$ cat src/rtl/roberto_sensor_scheduler.sv
// Round-robin trigger of three ultrasonic sensors, framing each BCD result as ASCII on one TX channel.
// Optional macro ROBERTO_SCHED_TIMEOUT_EN enables the per-sensor measurement watchdog.
module roberto_sensor_scheduler #(
   parameter int TIMEOUT_CICLOS = 3_000_000,
   parameter int PERIODO_CICLOS = 5_000_000
) (
   input  logic        clock,
   input  logic        reset,
   input  logic        iniciar,
   input  logic        continuo,
   input  logic [2:0]  pronto_med,
   input  logic [11:0] medida1,
   input  logic [11:0] medida2,
   input  logic [11:0] medida3,
   input  logic        pronto_tx,
   output logic [2:0]  medir,
   output logic        partida_tx,
   output logic [6:0]  dado_tx,
   output logic [2:0]  erro,
   output logic        pronto,
   output logic [3:0]  db_estado
);

   typedef enum logic [3:0] {
      OCIOSO     = 4'd0,
      MEDE       = 4'd1,
      ESPERA_MED = 4'd2,
      CARREGA    = 4'd3,
      TRANSMITE  = 4'd4,
      ESPERA_TX  = 4'd5,
      PROXIMO    = 4'd6,
      FIM        = 4'd7,
      AGUARDA    = 4'd8
   } estado_t;

   localparam int PER_W = $clog2(PERIODO_CICLOS);

   if (TIMEOUT_CICLOS < 2 || PERIODO_CICLOS < 2) begin : g_param_check
      $error("roberto_sensor_scheduler: TIMEOUT_CICLOS and PERIODO_CICLOS must be at least 2");
   end

   estado_t          estado_reg, estado_next;
   logic [1:0]       idx_reg, idx_next;
   logic [1:0]       char_reg, char_next;
   logic [11:0]      med_reg, med_next;
   logic [PER_W-1:0] per_reg, per_next;
   logic [2:0]       erro_reg, erro_next;
   logic [2:0]       medir_reg, medir_next;
   logic             partida_reg, partida_next;
   logic [6:0]       dado_reg, dado_next;
   logic             pronto_reg, pronto_next;

`ifdef ROBERTO_SCHED_TIMEOUT_EN
   localparam int WD_W = $clog2(TIMEOUT_CICLOS);
   logic [WD_W-1:0]  wd_reg, wd_next;
`endif

   logic [11:0] medida_vet [3];
   logic [6:0]  digito_ascii [3];
   logic [6:0]  char_ascii;

   assign medida_vet[0] = medida1;
   assign medida_vet[1] = medida2;
   assign medida_vet[2] = medida3;

   // Hundreds digit is character 0; a timed-out sensor or a non-BCD nibble prints '-'
   for (genvar gi = 0; gi < 3; gi++) begin : g_digito
      logic [3:0] bcd;
      assign bcd = med_reg[4*(2-gi) +: 4];
      assign digito_ascii[gi] = (erro_reg[idx_reg] || (bcd > 4'd9)) ? 7'h2D : (7'h30 + {3'b000, bcd});
   end

   always_comb begin
      estado_next = estado_reg;
      idx_next    = idx_reg;
      char_next   = char_reg;
      med_next    = med_reg;
      per_next    = per_reg;
      erro_next   = erro_reg;
      dado_next   = dado_reg;
`ifdef ROBERTO_SCHED_TIMEOUT_EN
      wd_next     = wd_reg;
`endif

      case (estado_reg)
         OCIOSO: begin
            if (iniciar) begin
               erro_next   = 3'b000;
               idx_next    = 2'd0;
               estado_next = MEDE;
            end
         end
         MEDE: begin
`ifdef ROBERTO_SCHED_TIMEOUT_EN
            wd_next     = '0;
`endif
            estado_next = ESPERA_MED;
         end
         ESPERA_MED: begin
            // A measurement arriving on the expiry cycle takes priority over the timeout
            if (pronto_med[idx_reg]) begin
               med_next    = medida_vet[idx_reg];
               estado_next = CARREGA;
            end
`ifdef ROBERTO_SCHED_TIMEOUT_EN
            else if (wd_reg == WD_W'(TIMEOUT_CICLOS - 1)) begin
               erro_next[idx_reg] = 1'b1;
               estado_next        = CARREGA;
            end else begin
               wd_next = wd_reg + 1'b1;
            end
`endif
         end
         CARREGA: begin
            char_next   = 2'd0;
            estado_next = TRANSMITE;
         end
         TRANSMITE: begin
            estado_next = ESPERA_TX;
         end
         ESPERA_TX: begin
            if (pronto_tx) begin
               if (char_reg != 2'd3) begin
                  char_next   = char_reg + 2'd1;
                  estado_next = TRANSMITE;
               end else begin
                  estado_next = PROXIMO;
               end
            end
         end
         PROXIMO: begin
            if (idx_reg != 2'd2) begin
               idx_next    = idx_reg + 2'd1;
               estado_next = MEDE;
            end else begin
               estado_next = FIM;
            end
         end
         FIM: begin
            per_next    = '0;
            estado_next = continuo ? AGUARDA : OCIOSO;
         end
         AGUARDA: begin
            if (!continuo) begin
               estado_next = OCIOSO;
            end else if (per_reg == PER_W'(PERIODO_CICLOS - 1)) begin
               erro_next   = 3'b000;
               idx_next    = 2'd0;
               estado_next = MEDE;
            end else begin
               per_next = per_reg + 1'b1;
            end
         end
         default: begin
            estado_next = OCIOSO;
         end
      endcase

      // Outputs are registered from the next state so they line up with the state they belong to
      char_ascii   = (char_next == 2'd3) ? ((idx_reg == 2'd2) ? 7'h23 : 7'h2C) : digito_ascii[char_next];
      medir_next   = (estado_next == MEDE) ? (3'b001 << idx_next) : 3'b000;
      partida_next = (estado_next == TRANSMITE);
      pronto_next  = (estado_next == FIM);
      if (estado_next == TRANSMITE) begin
         dado_next = char_ascii;
      end
   end

   always_ff @(posedge clock or negedge reset) begin
      if (!reset) begin
         estado_reg  <= OCIOSO;
         idx_reg     <= 2'd0;
         char_reg    <= 2'd0;
         med_reg     <= 12'h000;
         per_reg     <= '0;
         erro_reg    <= 3'b000;
         medir_reg   <= 3'b000;
         partida_reg <= 1'b0;
         dado_reg    <= 7'h00;
         pronto_reg  <= 1'b0;
      end else begin
         estado_reg  <= estado_next;
         idx_reg     <= idx_next;
         char_reg    <= char_next;
         med_reg     <= med_next;
         per_reg     <= per_next;
         erro_reg    <= erro_next;
         medir_reg   <= medir_next;
         partida_reg <= partida_next;
         dado_reg    <= dado_next;
         pronto_reg  <= pronto_next;
      end
   end

`ifdef ROBERTO_SCHED_TIMEOUT_EN
   always_ff @(posedge clock or negedge reset) begin
      if (!reset) begin
         wd_reg <= '0;
      end else begin
         wd_reg <= wd_next;
      end
   end
`endif

   assign medir      = medir_reg;
   assign partida_tx = partida_reg;
   assign dado_tx    = dado_reg;
   assign erro       = erro_reg;
   assign pronto     = pronto_reg;
   assign db_estado  = estado_reg;

endmodule
$ cat config.mk
export PLATFORM = sky130hd
export DESIGN_NAME = roberto_sensor_scheduler
export DESIGN_NICKNAME = d
export VERILOG_FILES = /design/src/rtl/roberto_sensor_scheduler.sv
export SDC_FILE = /design/constraint.sdc
export NUM_CORES = 1
export LEC_CHECK = 0
export CAP_MARGIN = 25
export CORE_ASPECT_RATIO = 2
export CORE_MARGIN = 1
export CORE_UTILIZATION = 25
export DETAILED_ROUTE_END_ITERATION = 10
export HOLD_SLACK_MARGIN = 0.12
export PLACE_DENSITY = 0.43
export SETUP_SLACK_MARGIN = 0.5
export SLEW_MARGIN = 10
export SYNTH_ARGS = -nofsm -noshare
export SYNTH_HDL_FRONTEND = slang
export SYNTH_SLANG_ARGS = --single-unit
$ cat constraint.sdc
create_clock -name clock -period 3.7 [get_ports clock]
set_clock_uncertainty 0.05 [all_clocks]
set_input_delay 0.37 -clock clock [delete_from_list [all_inputs] [get_ports clock]]
set_output_delay 0.37 -clock clock [all_outputs]
set_load 0.01 [all_outputs]
==> key figures, run 1 <==
Outcome
  • Status: completed

Critical path
  • Flop2flop setup slack: 1.01 ns
  • Worst setup startpoint: per_reg[10]
  • R2r startpoint: per_reg[10]
  • Startpoint Class: flip-flop
  • Critical Path End Type: flip-flop
  • Crit Path Max Fanout: 8
  • Critical path required time: 3.83 ns
  • Critical path arrival: 2.82 ns
  • Setup CP Type: flip-flop to flip-flop

Floorplanning
  • Die X: 80.8 um
  • DIE AREA: 0.0129 mm^2
  • Row cnt: 57
  • Die height: 160 um
  • Core footprint: 0.0121 mm^2
  • Starting density of the core: 0.256
  • Io pins: 63

CTS
  • Max clock buf depth: 2
  • Root buffer cell: clkbuf_16
  • Clk_lat worst skew: 0.30 ns
  • Post-cts sizing count: 0
  • Clock sinks: 54
  • H-tree depth: 2
  • CTS tree: yes
  • Cts bufs inserted: 5
  • Clock transition at path regs: 0.07 ns

Synthesis
  • Asr flop ratio synth: 1.00
  • Synth unique cells: 58
  • Post-Syn Area: 0.00310 mm^2
  • Most frequent cell after synthesis: dfrtp_1
  • Seq/Total Area, Yosys: 0.436
  • Largest cells by area after synthesis: dfrtp_1 (44%), mux2i_1 (5.5%), a21oi_1 (4.2%), nand2_1 (4.0%), o21ai_0 (3.9%)
  • Mean Syn Cell Area: 9.04 um^2
  • Post-synth EDFFs: 0
  • Yosys top cell by area: dfrtp_1
  • Post-synth top cells: dfrtp_1 (54), nand2_1 (33), nor2_1 (29), a21oi_1 (26), o21ai_0 (24)
  • Number of synthesized register bits: 54
  • Area share of the largest cell type after synthesis: 0.436
  • Yosys warns: 0
  • Post-synth top flop: dfrtp_1
  • Synth Instances: 343

Detailed routing
  • DRC Markers: 0
  • Overall routed net length: 8.38 mm
  • Average wire per standard cell: 15.4 um
  • Drt initial violations: 59
  • Via count: 2,700
  • Post-route ant nets: 0
  • Vias per cell: 4.96
  • First drt pass iteration count: 4

Final layout
  • Final non-filler cell total: 544
  • Multi-input combinational cell area: 0.00162 mm^2
  • Synth-to-Final Area Change: 29.0%
  • Fillers: 1,318
  • Largest register FFs: 23
  • Share of layout cells above drive strength 1: 0.0630
  • FF/Latch Area: 0.00135 mm^2
  • Final #Nets: 443
  • Antenna cells: 0

Placed design
  • DP HPWL: 6.61 mm
  • Port-buffer cells: 58
  • Placed Instances: 535
  • Global placement routability congestion: 0.831

Global routing
  • First-pass GRT wire length: 13.7 mm
  • Total Routing Usage GR: 0.140
  • Total gr overflow: 0
  • Vias in the first global route: 2,785
  • Largest net degree at the start of global routing: 29
  • Initial antenna violation count: 0

STA
  • Fin crit share: 0.727
  • Final setup TNS: 0 ns
  • RSZ-0062 raised after global routing: false
  • Hold WS: 0.432 ns
  • Final min period: 2.69 ns
  • Finish-stage setup viols: 0
  • Fmax: 372 MHz
  • Worst relative slew slack: 0.517
  • Final hold vios: 0
  • Fin. max-slew vios: 0
  • Worst Tran Pin Value: 0.715 ns

Hold path
  • Hold Startpoint: dado_tx[5]
  • Hold Path Class: flip-flop to flip-flop

Run
  • Max-cap violations: 0

Pwr
  • Max IR drop VDD: 0.000208 V
  • P_leak: 0.00159 uW
  • Pwr/cell area: 652 mW/mm^2
==> cells by family (layout without fill, tap and decap cells) <==
group | after synthesis | after routing | share of synthesized area
multiplexers | 20 | 20 | 0.0658
XOR/XNOR | 10 | 10 | 0.0282
AO/OA/AOI/OAI | 87 | 87 | 0.176
adder cells (fa/ha/maj) | 3 | 3 | 0.0121
AND/OR/NAND/NOR | 135 | 135 | 0.236
flip-flops | 54 | 54 | 0.436
buffers and inverters | 33 | 84 | 0.0456
other | 1 | 4 | 0.00121
==> layout by cell type, fill, tap and decap left out, drive strengths merged, types with 3 or more instances in the layout <==
cell / synthesis / final
ha: 3 / 3
o211ai: 3 / 3
nand3: 11 / 11
and4b: 3 / 3
o21ai: 24 / 24
clkbuf: 16 / 6
a211oi: 4 / 4
xnor2: 5 / 5
mux2i: 17 / 17
nor4b: 3 / 3
inv: 9 / 9
mux2: 3 / 3
xor2: 5 / 5
clkdlybuf4s50: 0 / 57
nand2: 33 / 33
or3: 8 / 8
nand4: 4 / 4
buf: 8 / 9
dfrtp: 54 / 54
o21a: 3 / 3
nor2b: 7 / 7
o311ai: 3 / 3
nor4: 3 / 3
or4: 4 / 4
a21oi: 26 / 26
nor2: 29 / 29
nand2b: 4 / 4
nor3b: 3 / 3
a22oi: 4 / 4
conb: 1 / 4
nor3: 6 / 6
==> final cells by class <==
class	count	share of cell area
tap	147	0.0460
inverter	9	0.00844
multi-input combinational	259	0.405
clock inverter	2	0.00938
timing repair buffer	67	0.161
sequential	54	0.338
clock buffer	6	0.0322
==> per-layer routing <==
layer,routed length (um),GRT usage
met1,2950,0.135
met2,4830,0.270
met3,182,0.0155
met4,410,0.0836
met5,0,0
==> worst paths after layout <==
| path | to | cells after the start |
|---|---|---|
| setup / recovery | per_reg[18] | 6 |
| hold / removal | dado_tx[5] | 1 |
| setup reg to reg | per_reg[18] | 6 |
| hold reg to reg | dado_tx[5] | 1 |
| max in group asynchronous | partida_tx | 3 |
| min in group asynchronous | pronto | 2 |
==> power breakdown <==
part	total, uW	internal [uW]	switching, uW
registers	990	774	216
logic	1080	519	556
clock network	544	320	224
==> per-stage QoR <==
stage	worst slack, ns	area (um^2)	total power [uW]	util
6_report	1.01	4000	2610	0.330
5_1_grt	0.753	4000	2820	0.330
4_1_cts	0.987	4000	2660	0.330
3_5_place_dp	1.01	3820	2100	0.315
3_3_place_gp	1.01	3820	2090	0.315
2_1_floorplan	1.23	3110	1680	-
==> repair_timing <==
item / CTS / global route
hold endpoints to repair: 27 / 0
hold buffers: 1 / 0
buffers inserted: 0 / 0
==> worst max-delay path, stage by stage, from the launching register on <==
cell	delay, ns
dfrtp_1	0.42
or4b_1	0.57
or4_1	0.45
o21bai_1	0.60
a2111o_1	0.27
xor2_1	0.15
nor2_1	0.05
No activity file was read; power rests on OpenSTA's default activity.
==> inputs of run 2 (changes only) <==
clock period = 2.75 ns   (was 3.7 ns; I/O delays follow)
==> key figures, run 2 (synthesis gave the netlist of run 1 again) <==
Outcome
  • Status: completed

STA
  • Fin. max-slew vios: 0 (unchanged)
  • Fin crit share: 0.936 (+0.209)
  • Finish-stage setup viols: 0 (unchanged)
  • Worst relative slew slack: 0.543 (+0.0255)
  • RSZ-0062 raised after global routing: true
  • Final setup TNS: 0 ns (unchanged)
  • Final hold vios: 0 (unchanged)
  • Final min period: 2.57 ns (-0.115 ns)
  • Worst Tran Pin Value: 0.686 ns (-0.0292 ns)
  • Fmax: 389 MHz (+4.5%)

CTS
  • Cts bufs inserted: 5 (unchanged)
  • Clock sinks: 54 (unchanged)
  • CTS tree: yes
  • Clk_lat worst skew: 0.30 ns (about the same)
  • Max clock buf depth: 2 (unchanged)
  • Root buffer cell: clkbuf_16
  • Clock transition at path regs: 0.07 ns (about the same)
  • H-tree depth: 2 (unchanged)

Pwr
  • Combinational power share: 0.467 (+0.055)
  • Clock share of power: 0.196 (-0.013)
  • Max IR drop VDD: 0.000306 V (+47%)
  • P_leak: 0.00175 uW (+10%)
  • Pwr/cell area: 860 mW/mm^2 (+32%)
  • Sw Ratio: 0.379 (-0.00277)
  • Sequential share of power: 0.337 (-0.042)
  • P_sw: 1410 uW (+42%)
  • Internal power: 2310 uW (+43%)

Placed design
  • Placement Cell Area: 0.00392 mm^2 (+2.5%)
  • Global placement routability congestion: 0.749 (-9.8%)
  • Port-buffer cells: 58 (unchanged)
  • DP HPWL: 6.82 mm (+3.2%)

Critical path
  • CP max stage cell: or4b_4
  • RR Endpoint: medir[1]
  • Worst Path Buf+Inv: 0 (unchanged)
  • Critical Path End Type: flip-flop
  • Crit Path Max Fanout: 4 (-4)
  • Setup CP Type: flip-flop to flip-flop
  • CP top delay family: simple AND/OR/NAND/NOR gates
  • R2r startpoint: per_reg[12]
  • CP Cell Sequence: or4b_4, or4_4, o21a_4, or3_4, a22o_4, nor3b_2
  • Largest stage delay, worst path: 0.56 ns (-0.04 ns)
  • Flop2flop setup slack: 0.18 ns (-0.84 ns)
  • Critical path required time: 2.89 ns (-0.94 ns)
  • Critical path arrival: 2.71 ns (-0.11 ns)
  • Startpoint Class: flip-flop
  • Worst-case reg-to-reg path depth: 6 (unchanged)

Detailed routing
  • Overall routed net length: 8.74 mm (+4.4%)
  • First drt pass iteration count: 4 (unchanged)
  • DRC Markers: 0 (unchanged)
  • Vias per cell: 4.98 (+0.24%)
  • Post-route ant nets: 0 (unchanged)
  • Average wire per standard cell: 15.4 um (+0.34%)
  • Drt initial violations: 137 (+130%)
  • Via count: 2,816 (+4.3%)

Hold path
  • Cell count of the worst hold path: 2 (+1)
  • Hold Path Class: flip-flop to flip-flop
  • Hold-critical path endpoint: med_reg[8]
  • Hold Startpoint: med_reg[8]

Final layout
  • Fin area: 0.00433 mm^2 (+8.3%)
  • FF/Latch Area: 0.00135 mm^2 (unchanged)
  • Multi-input combinational cell area: 0.00177 mm^2 (+9.3%)
  • Share of layout cells above drive strength 1: 0.162 (+0.0993)
  • Antenna cells: 0 (unchanged)
  • Largest register FFs: 23 (unchanged)
  • Final #Nets: 465 (+5.0%)
  • Synth-to-Final Area Change: 39.7%
  • Most frequent cells in the layout: clkdlybuf4s50_1 (57), dfrtp_1 (54), nand2_1 (33), nor2_1 (29), buf_4 (28)
  • Commonest non-fill, non-tap cell in the layout: clkdlybuf4s50_1
  • Fillers: 1,308 (-0.76%)
  • Post-layout util: 0.357 (+0.0273)

Floorplanning
  • Die height: 160 um (unchanged)
  • Core footprint: 0.0121 mm^2 (unchanged)
  • Io pins: 63 (unchanged)
  • DIE AREA: 0.0129 mm^2 (unchanged)
  • Starting density of the core: 0.256 (unchanged)
  • Die X: 80.8 um (unchanged)
  • Row cnt: 57 (unchanged)

Global routing
  • Total Routing Usage GR: 0.147 (+0.00612)
  • First-pass GRT wire length: 14.3 mm (+4.4%)
  • Vias in the first global route: 2,948 (+5.9%)
  • Total gr overflow: 0 (unchanged)
  • Largest net degree at the start of global routing: 30 (+3.4%)
  • Initial antenna violation count: 0 (unchanged)

Run
  • Max-cap violations: 0 (unchanged)
-- run 2: power by group through the flow --
| stage | Clock, uW | Sequential (uW) | Combinational, uW |
|---|---|---|---|
| after floorplan | 0 | 1250 | 1010 |
| after global placement | 0 | 1270 | 1600 |
| after detailed placement | 0 | 1270 | 1620 |
| after CTS | 750 | 1260 | 1680 |
| after global routing | 779 | 1290 | 1930 |
| final | 732 | 1250 | 1740 |
-- run 2: worst max path at each step --
stage,slack (ns),from,to,cells after the start
after CTS,0.20,per_reg[12],medir[1],6
after global routing,0.16,per_reg[12],medir[1],6
after detailed placement,0.08,per_reg[10],medir[1],6
after floorplan,0.30,per_reg[10],medir[1],6
final,0.18,per_reg[12],medir[1],6
after global placement,0.12,per_reg[10],medir[1],6
-- run 2: through the flow --
stage                     total power, uW  instances  hold WS [ns]  setup WS (ns)
after floorplan                      2260        346       -0.0706          0.296
after global placement               2870        546         0.314          0.119
after detailed placement             2900        546         0.311         0.0813
after CTS                            3690        563         0.441          0.201
after global routing                 4010        566         0.454          0.164
final                                3720        566         0.435          0.176
-- run 2: timing repair --
| item | CTS | global route |
|---|---|---|
| pin swaps | 8 | 4 |
| gates resized for setup | 15 | 16 |
| setup buffers | 8 | 3 |
| hold buffers | 1 | 0 |
| setup endpoints to repair | 19 | 23 |
| hold endpoints to repair | 28 | 0 |
-- run 2: layout make-up --
class	instances	area share
clock inverter	2	0.00866
clock buffer	6	0.0297
timing repair buffer	89	0.191
inverter	9	0.00780
multi-input combinational	259	0.409
tap	147	0.0424
sequential	54	0.312
-- run 2: routing by layer --
layer,up-vias,part of all wire,track usage
met1,1352,0.33,0.132
met3,22,0.021,0.0166
li1,1381,-,-
met2,61,0.60,0.295
met4,0,0.048,0.0804
met5,-,0,0
-- run 2: tightest hold or removal path: cells and delay by family, from the launching register on --
kind	cells	cell delay (ns)
DFF	1	0.35
AOI/OAI and AO/OA	1	0.06
and+or+nand+nor	1	0.04
